<file path="config.mk">
export PLATFORM = sky130hd
export DESIGN_NAME = red_pitaya_adc_frontend
export DESIGN_NICKNAME = d
export VERILOG_FILES = /design/src/rtl/adc_fe_pkg.sv /design/src/rtl/adc_fe_chan.sv /design/src/rtl/red_pitaya_adc_frontend.sv
export SDC_FILE = /design/constraint.sdc
export NUM_CORES = 1
export LEC_CHECK = 0
export ABC_CLOCK_PERIOD_IN_PS = 4560
export BUFFER_PORTS_ARGS = -buffer_cell sky130_fd_sc_hd__buf_2
export CELL_PAD_IN_SITES_DETAIL_PLACEMENT = 0
export CELL_PAD_IN_SITES_GLOBAL_PLACEMENT = 1
export CORE_MARGIN = 2
export CORE_UTILIZATION = 40
export CTS_CLUSTER_SIZE = 14
export DETAILED_ROUTE_END_ITERATION = 10
export PLACE_DENSITY = 0.86
export SKIP_LAST_GASP = 1
export SYNTH_ARGS = -nofsm -noshare
export SYNTH_HDL_FRONTEND = slang
export SYNTH_SLANG_ARGS = --single-unit
</file>
<file path="constraint.sdc">
create_clock -name adc_clk_i -period 4.56 [get_ports adc_clk_i]
set_input_delay 0 -clock adc_clk_i [delete_from_list [all_inputs] [get_ports adc_clk_i]]
set_output_delay 0 -clock adc_clk_i [all_outputs]
set_load 0.005 [all_outputs]
</file>
<file path="src/rtl/adc_fe_pkg.sv">
// Shared widths, the per-channel conversion mode and the linear-mode zero sentinel.
// Pure declarations: no timing, no flow control.
package adc_fe_pkg;

    localparam int RAW_W_DEF        = 14;
    localparam int DEC_MAX_LOG2_DEF = 4;
    localparam int ACC_W_DEF        = RAW_W_DEF + DEC_MAX_LOG2_DEF;
    localparam int SENT_W           = 32;

    typedef enum logic [1:0] {
        TWOS     = 2'b00,
        TWOS_INV = 2'b01,
        LIN      = 2'b10,
        LIN_INV  = 2'b11
    } conv_mode_t;

    function automatic conv_mode_t mode_of(input logic lin, input logic inv);
        return conv_mode_t'({lin, inv});
    endfunction

    // Linear format reserves 0, so a zero result is pushed up to the smallest legal code.
    function automatic logic [SENT_W-1:0] sat_sentinel(input logic [SENT_W-1:0] v, input logic lin);
        if (lin && (v == '0)) begin
            return SENT_W'(1);
        end
        return v;
    endfunction

endpackage

</file>
<file path="src/rtl/adc_fe_chan.sv">
// One ADC channel: registered format conversion, boxcar accumulator, average and sentinel.
// Latency 1 clock for conversion plus 1 for the output register; no backpressure.
module adc_fe_chan
    import adc_fe_pkg::*;
#(
    parameter int RAW_W = RAW_W_DEF,
    parameter int ACC_W = ACC_W_DEF,
    parameter int DEC_W = 3
) (
    input  logic             clk_i,
    input  logic             rst_i,
    input  logic [RAW_W-1:0] raw_i,
    input  conv_mode_t       mode_i,
    input  logic [DEC_W-1:0] dec_i,
    input  logic             acc_en_i,
    input  logic             fin_i,
    input  logic             clr_i,
    output logic [RAW_W-1:0] dat_o
);

    localparam int EXT_W = ACC_W - RAW_W;

    logic [RAW_W-1:0]        conv_d, conv_q;
    logic [ACC_W-1:0]        acc_q;
    logic [RAW_W-1:0]        dat_d, dat_q;
    logic                    lin;
    logic                    ext_bit;
    logic [ACC_W-1:0]        ext_d, sum_d, sh_u, sh_s, avg_d;
    logic [SENT_W-1:0]       sent_in, sent_out;
    logic [EXT_W-1:0]        unused_avg_hi;
    logic [SENT_W-RAW_W-1:0] unused_sent_hi;

    assign lin = (mode_i == LIN) || (mode_i == LIN_INV);

    always_comb begin
        conv_d = raw_i;
        case (mode_i)
            TWOS:     conv_d = {~raw_i[RAW_W-1], raw_i[RAW_W-2:0]};
            TWOS_INV: conv_d = {raw_i[RAW_W-1], ~raw_i[RAW_W-2:0]};
            LIN:      conv_d = raw_i;
            LIN_INV:  conv_d = ~raw_i;
            default:  conv_d = raw_i;
        endcase
    end

    // Two's-complement samples sign-extend into the accumulator, linear ones zero-extend.
    always_comb begin
        ext_bit  = lin ? 1'b0 : conv_q[RAW_W-1];
        ext_d    = {{EXT_W{ext_bit}}, conv_q};
        sum_d    = acc_q + ext_d;
        sh_u     = sum_d >> dec_i;
        sh_s     = ACC_W'($signed(sum_d) >>> dec_i);
        avg_d    = lin ? sh_u : sh_s;
        sent_in  = SENT_W'(avg_d[RAW_W-1:0]);
        sent_out = sat_sentinel(sent_in, lin);
        dat_d    = sent_out[RAW_W-1:0];
    end

    assign unused_avg_hi  = avg_d[ACC_W-1:RAW_W];
    assign unused_sent_hi = sent_out[SENT_W-1:RAW_W];

    always_ff @(posedge clk_i) begin
        if (rst_i) begin
            conv_q <= '0;
            acc_q  <= '0;
            dat_q  <= '0;
        end else begin
            conv_q <= conv_d;
            if (clr_i || fin_i) begin
                acc_q <= '0;
            end else if (acc_en_i) begin
                acc_q <= sum_d;
            end
            if (fin_i) begin
                dat_q <= dat_d;
            end
        end
    end

    assign dat_o = dat_q;

endmodule

</file>
<file path="src/rtl/red_pitaya_adc_frontend.sv">
// Multi-channel ADC front end: shadow config, shared decimation window, valid strobe, over-range.
// Latency 2 clocks at dec=0; no backpressure. Over-range detection built only with ADC_FE_OVR_EN.
module red_pitaya_adc_frontend
    import adc_fe_pkg::*;
#(
    parameter int NCH          = 2,
    parameter int RAW_W        = RAW_W_DEF,
    parameter int DEC_MAX_LOG2 = DEC_MAX_LOG2_DEF
) (
    input  logic                 adc_clk_i,
    input  logic                 adc_rst_i,
    input  logic [NCH*RAW_W-1:0] adc_raw_i,
    input  logic [NCH-1:0]       ch_invert_i,
    input  logic [NCH-1:0]       ch_linear_i,
    input  logic [3:0]           dec_log2_i,
    input  logic                 cfg_load_i,
    output logic [NCH*RAW_W-1:0] dat_o,
    output logic                 dat_valid_o,
    output logic [NCH-1:0]       ovr_o,
    input  logic                 ovr_clr_i
);

    localparam int ACC_W = RAW_W + DEC_MAX_LOG2;
    localparam int DEC_W = $clog2(DEC_MAX_LOG2 + 1);
    localparam int CNT_W = DEC_MAX_LOG2;

    logic [NCH-1:0]   inv_d, inv_q;
    logic [NCH-1:0]   lin_d, lin_q;
    logic [DEC_W-1:0] dec_d, dec_q, dec_new;
    logic [CNT_W-1:0] cnt_d, cnt_q, last_cnt;
    logic             s1_vld_d, s1_vld_q;
    logic             vld_d, vld_q;
    logic             win_last, acc_en, fin;

    assign dec_new  = (dec_log2_i > 4'(DEC_MAX_LOG2)) ? DEC_W'(DEC_MAX_LOG2) : dec_log2_i[DEC_W-1:0];
    assign last_cnt = CNT_W'((1 << dec_q) - 1);
    assign win_last = (cnt_q == last_cnt);

    // A config load flushes the pipe: the sample converted this cycle used the old config.
    assign acc_en = s1_vld_q & ~win_last & ~cfg_load_i;
    assign fin    = s1_vld_q &  win_last & ~cfg_load_i;

    always_comb begin
        inv_d    = inv_q;
        lin_d    = lin_q;
        dec_d    = dec_q;
        cnt_d    = cnt_q;
        s1_vld_d = ~cfg_load_i;
        vld_d    = 1'b0;
        if (cfg_load_i) begin
            inv_d = ch_invert_i;
            lin_d = ch_linear_i;
            dec_d = dec_new;
            cnt_d = '0;
        end else if (s1_vld_q) begin
            cnt_d = win_last ? '0 : cnt_q + CNT_W'(1);
            vld_d = win_last;
        end
    end

    always_ff @(posedge adc_clk_i) begin
        if (adc_rst_i) begin
            inv_q    <= '0;
            lin_q    <= '0;
            dec_q    <= '0;
            cnt_q    <= '0;
            s1_vld_q <= 1'b0;
            vld_q    <= 1'b0;
        end else begin
            inv_q    <= inv_d;
            lin_q    <= lin_d;
            dec_q    <= dec_d;
            cnt_q    <= cnt_d;
            s1_vld_q <= s1_vld_d;
            vld_q    <= vld_d;
        end
    end

    assign dat_valid_o = vld_q;

    for (genvar g = 0; g < NCH; g++) begin : g_ch
        conv_mode_t mode;
        assign mode = mode_of(lin_q[g], inv_q[g]);

        adc_fe_chan #(
            .RAW_W (RAW_W),
            .ACC_W (ACC_W),
            .DEC_W (DEC_W)
        ) u_chan (
            .clk_i    (adc_clk_i),
            .rst_i    (adc_rst_i),
            .raw_i    (adc_raw_i[g*RAW_W +: RAW_W]),
            .mode_i   (mode),
            .dec_i    (dec_q),
            .acc_en_i (acc_en),
            .fin_i    (fin),
            .clr_i    (cfg_load_i),
            .dat_o    (dat_o[g*RAW_W +: RAW_W])
        );
    end

`ifdef ADC_FE_OVR_EN
    logic [NCH-1:0] ovr_q, ovr_hit;

    always_comb begin
        ovr_hit = '0;
        for (int c = 0; c < NCH; c++) begin
            ovr_hit[c] = (adc_raw_i[c*RAW_W +: RAW_W] == '0) ||
                         (adc_raw_i[c*RAW_W +: RAW_W] == '1);
        end
    end

    // A new hit outranks a clear arriving in the same cycle.
    always_ff @(posedge adc_clk_i) begin
        if (adc_rst_i) begin
            ovr_q <= '0;
        end else begin
            ovr_q <= (ovr_clr_i ? '0 : ovr_q) | ovr_hit;
        end
    end

    assign ovr_o = ovr_q;
`else
    logic unused_ovr_clr;
    assign unused_ovr_clr = ovr_clr_i;
    assign ovr_o          = '0;
`endif

endmodule

</file>
==> results.json <==
{
  "status": "complete, no violations",
  "yosysUniqueCellTypes": 82,
  "synth_cells": 955,
  "ir_worst_vdd_mv": 0.184,
  "setup_ws_ns": 0.528,
  "drive_gt1_frac": 0.125,
  "cts_setup_buffers": 0,
  "cts.sinks": 105,
  "die_h_um": 139,
  "hold_viol_final": 0,
  "row_count": 49,
  "worstPathRequired_ns": 4.84,
  "min_path_cells": 4,
  "io_pins": 71,
  "ys_seq_area_frac": 0.289,
  "async_reset_ff_frac": 0,
  "critPathLaunchType": "register",
  "area_delta_synth_final_pct": 14.8,
  "vias": 6914,
  "finalMaxSlewViolations": 0,
  "grt_pass1_vias": 6353,
  "cp_top_family": "compound AO/OA/AOI/OAI gates",
  "viasPerCell": 5.56,
  "wl_per_cell_um": 15.5,
  "max_freq_mhz": 248,
  "grt_pass1_wl_mm": 32.2,
  "routed_wl_mm": 19.3,
  "skew_ns": 0.0109,
  "grt_overflow": 0,
  "final_antenna_net_count": 0,
  "cts_root_buf": "clkbuf_16",
  "max-slew-margin-rel": 0.463,
  "crit_path_end_kind": "register",
  "drcViolationCount": 0,
  "critical_path_class": "reg -> reg",
  "grt_setup_unrepaired": "no",
  "netlist_top_cells_area": "dfxtp_1 (29%), nor2_1 (7.1%), xnor2_1 (6.7%), a21oi_1 (5.9%), nand2_1 (5.4%)",
  "yosys-top-cells-count": "nor2_1 (137), dfxtp_1 (105), nand2_1 (104)",
  "yosys.area.top_type": "dfxtp_1",
  "fp.coreArea_sq_um": 17900,
  "setup-violations-final": 0,
  "cp_slowest_stage_delay_ns": 0.50,
  "fin_setup_tns_ns": 0,
  "path_buf_inv": 1,
  "period_share": 0.884,
  "reg2reg_depth": 13,
  "leakage_nw": 3.28,
  "antennaDiodeCount": 0,
  "syn_area_per_cell_sq_um": 7.61,
  "critPathArrivalTime_ns": 4.31,
  "cts_buffer_depth": 2,
  "tritoncts": "yes",
  "crit_slowest_cell": "or4b_1",
  "ys_warn_count": 0,
  "start_util": 0.406,
  "path_depth": 13,
  "cap_viol_max_count": 0,
  "fin_crit_ns": 4.03,
  "cts_made_buffers": 9,
  "dieArea_sq_um": 19300,
  "drt_iter0_markers": 575,
  "gp_congestion": 0.911,
  "clk_latency_ns": 0.36,
  "grt_usage": 0.201,
  "chipWidth_um": 139,
  "grt_max_degree": 68,
  "first_pass_iters": 6,
  "synth_top_cell_area_share": 0.289,
  "ys.flop_type": "dfxtp_1",
  "cp_cell_sequence": "ha_1, inv_1, fa_1, nand2b_1, a211oi_2, o21ai_0, xnor2_1, o221ai_1, mux2_2, mux2i_1, a2111oi_0, or4b_1, o31ai_2",
  "dp_hpwl_mm": 13.8,
  "min_path_type": "in -> reg",
  "io_buffers": 67,
  "nets": 1081,
  "crit_fanout": 6,
  "htree_levels": 3,
  "clk_pin_slew_ns": 0.08,
  "tightestPinTransition_ns": 0.805,
  "ys_seq_elements": 105,
  "antenna_found_initial": 0,
  "yosysMostFrequentCell": "nor2_1",
  "powerDensity_nw_per_um2": 270,
  "synthesis.area_sq_um": 7270,
  "synth-edff-count": 0,
  "place_ws_ns": 0.592
}
==> state kept, by name, summed over array words and instances (netlist names) <==
name                flops
g_ch.u_chan.dat_o      28
dec_q                   3
g_ch.u_chan.conv_q     28
lin_q                   2
g_ch.u_chan.acc_q      36
s1_vld_q                1
inv_q                   2
dat_valid_o             1
cnt_q                   4
==> through the flow <==
step           hold slack [ns]  cells  cell area (sq um)  utilization  power [mW]
2_1_floorplan           0.0782    956               7270            -        1.35
3_3_place_gp             0.237   1193               7720        0.431        1.48
3_5_place_dp             0.244   1193               7720        0.431        1.48
4_1_cts                0.00180   1243               8350        0.466        2.27
5_1_grt                 0.0393   1243               8350        0.466        2.37
6_report              0.000152   1243               8350        0.466        2.25
==> path summary, 6_finish.rpt <==
path | start | endpoint | slack, ns
setup reg to reg | g_ch[0].u_chan.acc_q[0]$_SDFFE_PP0P_ | g_ch[0].u_chan.dat_o[0]$_SDFFE_PP0P_ | 0.53
setup / recovery | g_ch[0].u_chan.acc_q[0]$_SDFFE_PP0P_ | g_ch[0].u_chan.dat_o[0]$_SDFFE_PP0P_ | 0.53
hold / removal | adc_raw_i[13] | g_ch[0].u_chan.conv_q[13]$_SDFF_PP0_ | 0.0002
hold reg to reg | g_ch[1].u_chan.dat_o[12]$_SDFFE_PP0P_ | g_ch[1].u_chan.dat_o[12]$_SDFFE_PP0P_ | 0.46
==> power by group <==
| group | leakage (nW) | switching, mW | internal [mW] |
|---|---|---|---|
| sequential | 0.856 | 0.0274 | 0.951 |
| combinational | 2.29 | 0.300 | 0.207 |
| clock | 0.136 | 0.376 | 0.393 |
| total | 3.28 | 0.704 | 1.55 |
==> logic make-up (layout without fill, tap and decap cells) <==
logic type / Yosys count / after routing / synth area share
AO/OA/AOI/OAI: 254 / 254 / 0.231
XOR/XNOR: 69 / 69 / 0.0842
adder cells (fa/ha/maj): 32 / 32 / 0.0571
buffers and inverters: 91 / 149 / 0.0496
flip-flops: 105 / 105 / 0.289
multiplexers: 42 / 42 / 0.0599
other: 1 / 2 / 0.000516
AND/OR/NAND/NOR: 361 / 361 / 0.228
==> cell usage in the layout, fill, tap and decap left out, drive strengths merged, types with 29 or more instances in the layout <==
cell type    count
a211oi          39
a21oi           86
buf             80
dfxtp          105
dlygate4sd3     34
ha              30
mux2i           33
nand2          104
nor2           137
nor3            29
o21ai           44
xnor2           57
==> layout make-up <==
cell class                 instances  area [sq um]
tap                              229           287
fill                            1817          9560
timing repair buffer             114           773
sequential                       105          2100
clock buffer                      10           239
multi-input combinational        760          4820
clock inverter                     6          50.0
inverter                          19          71.3
==> timing repair <==
item / CTS / global route
resized for setup: 0 / 0
hold endpoints to repair: 32 / 0
hold buffers: 34 / 0
endpoints found under the setup margin: 0 / 0
==> worst min-delay path: stages <==
cell	delay [ns]
buf_2	0.08
xnor2_1	0.06
xnor2_1	0.14
nor2_1	0.04
==> routing by layer <==
metal	vias up	GRT usage	wire (um)
li1	3503	-	-
met1	3169	0.297	9880
met2	212	0.299	8030
met3	30	0.0249	1030
met4	0	0.0728	370
met5	-	0	0
No activity file was read; power rests on OpenSTA's default activity.
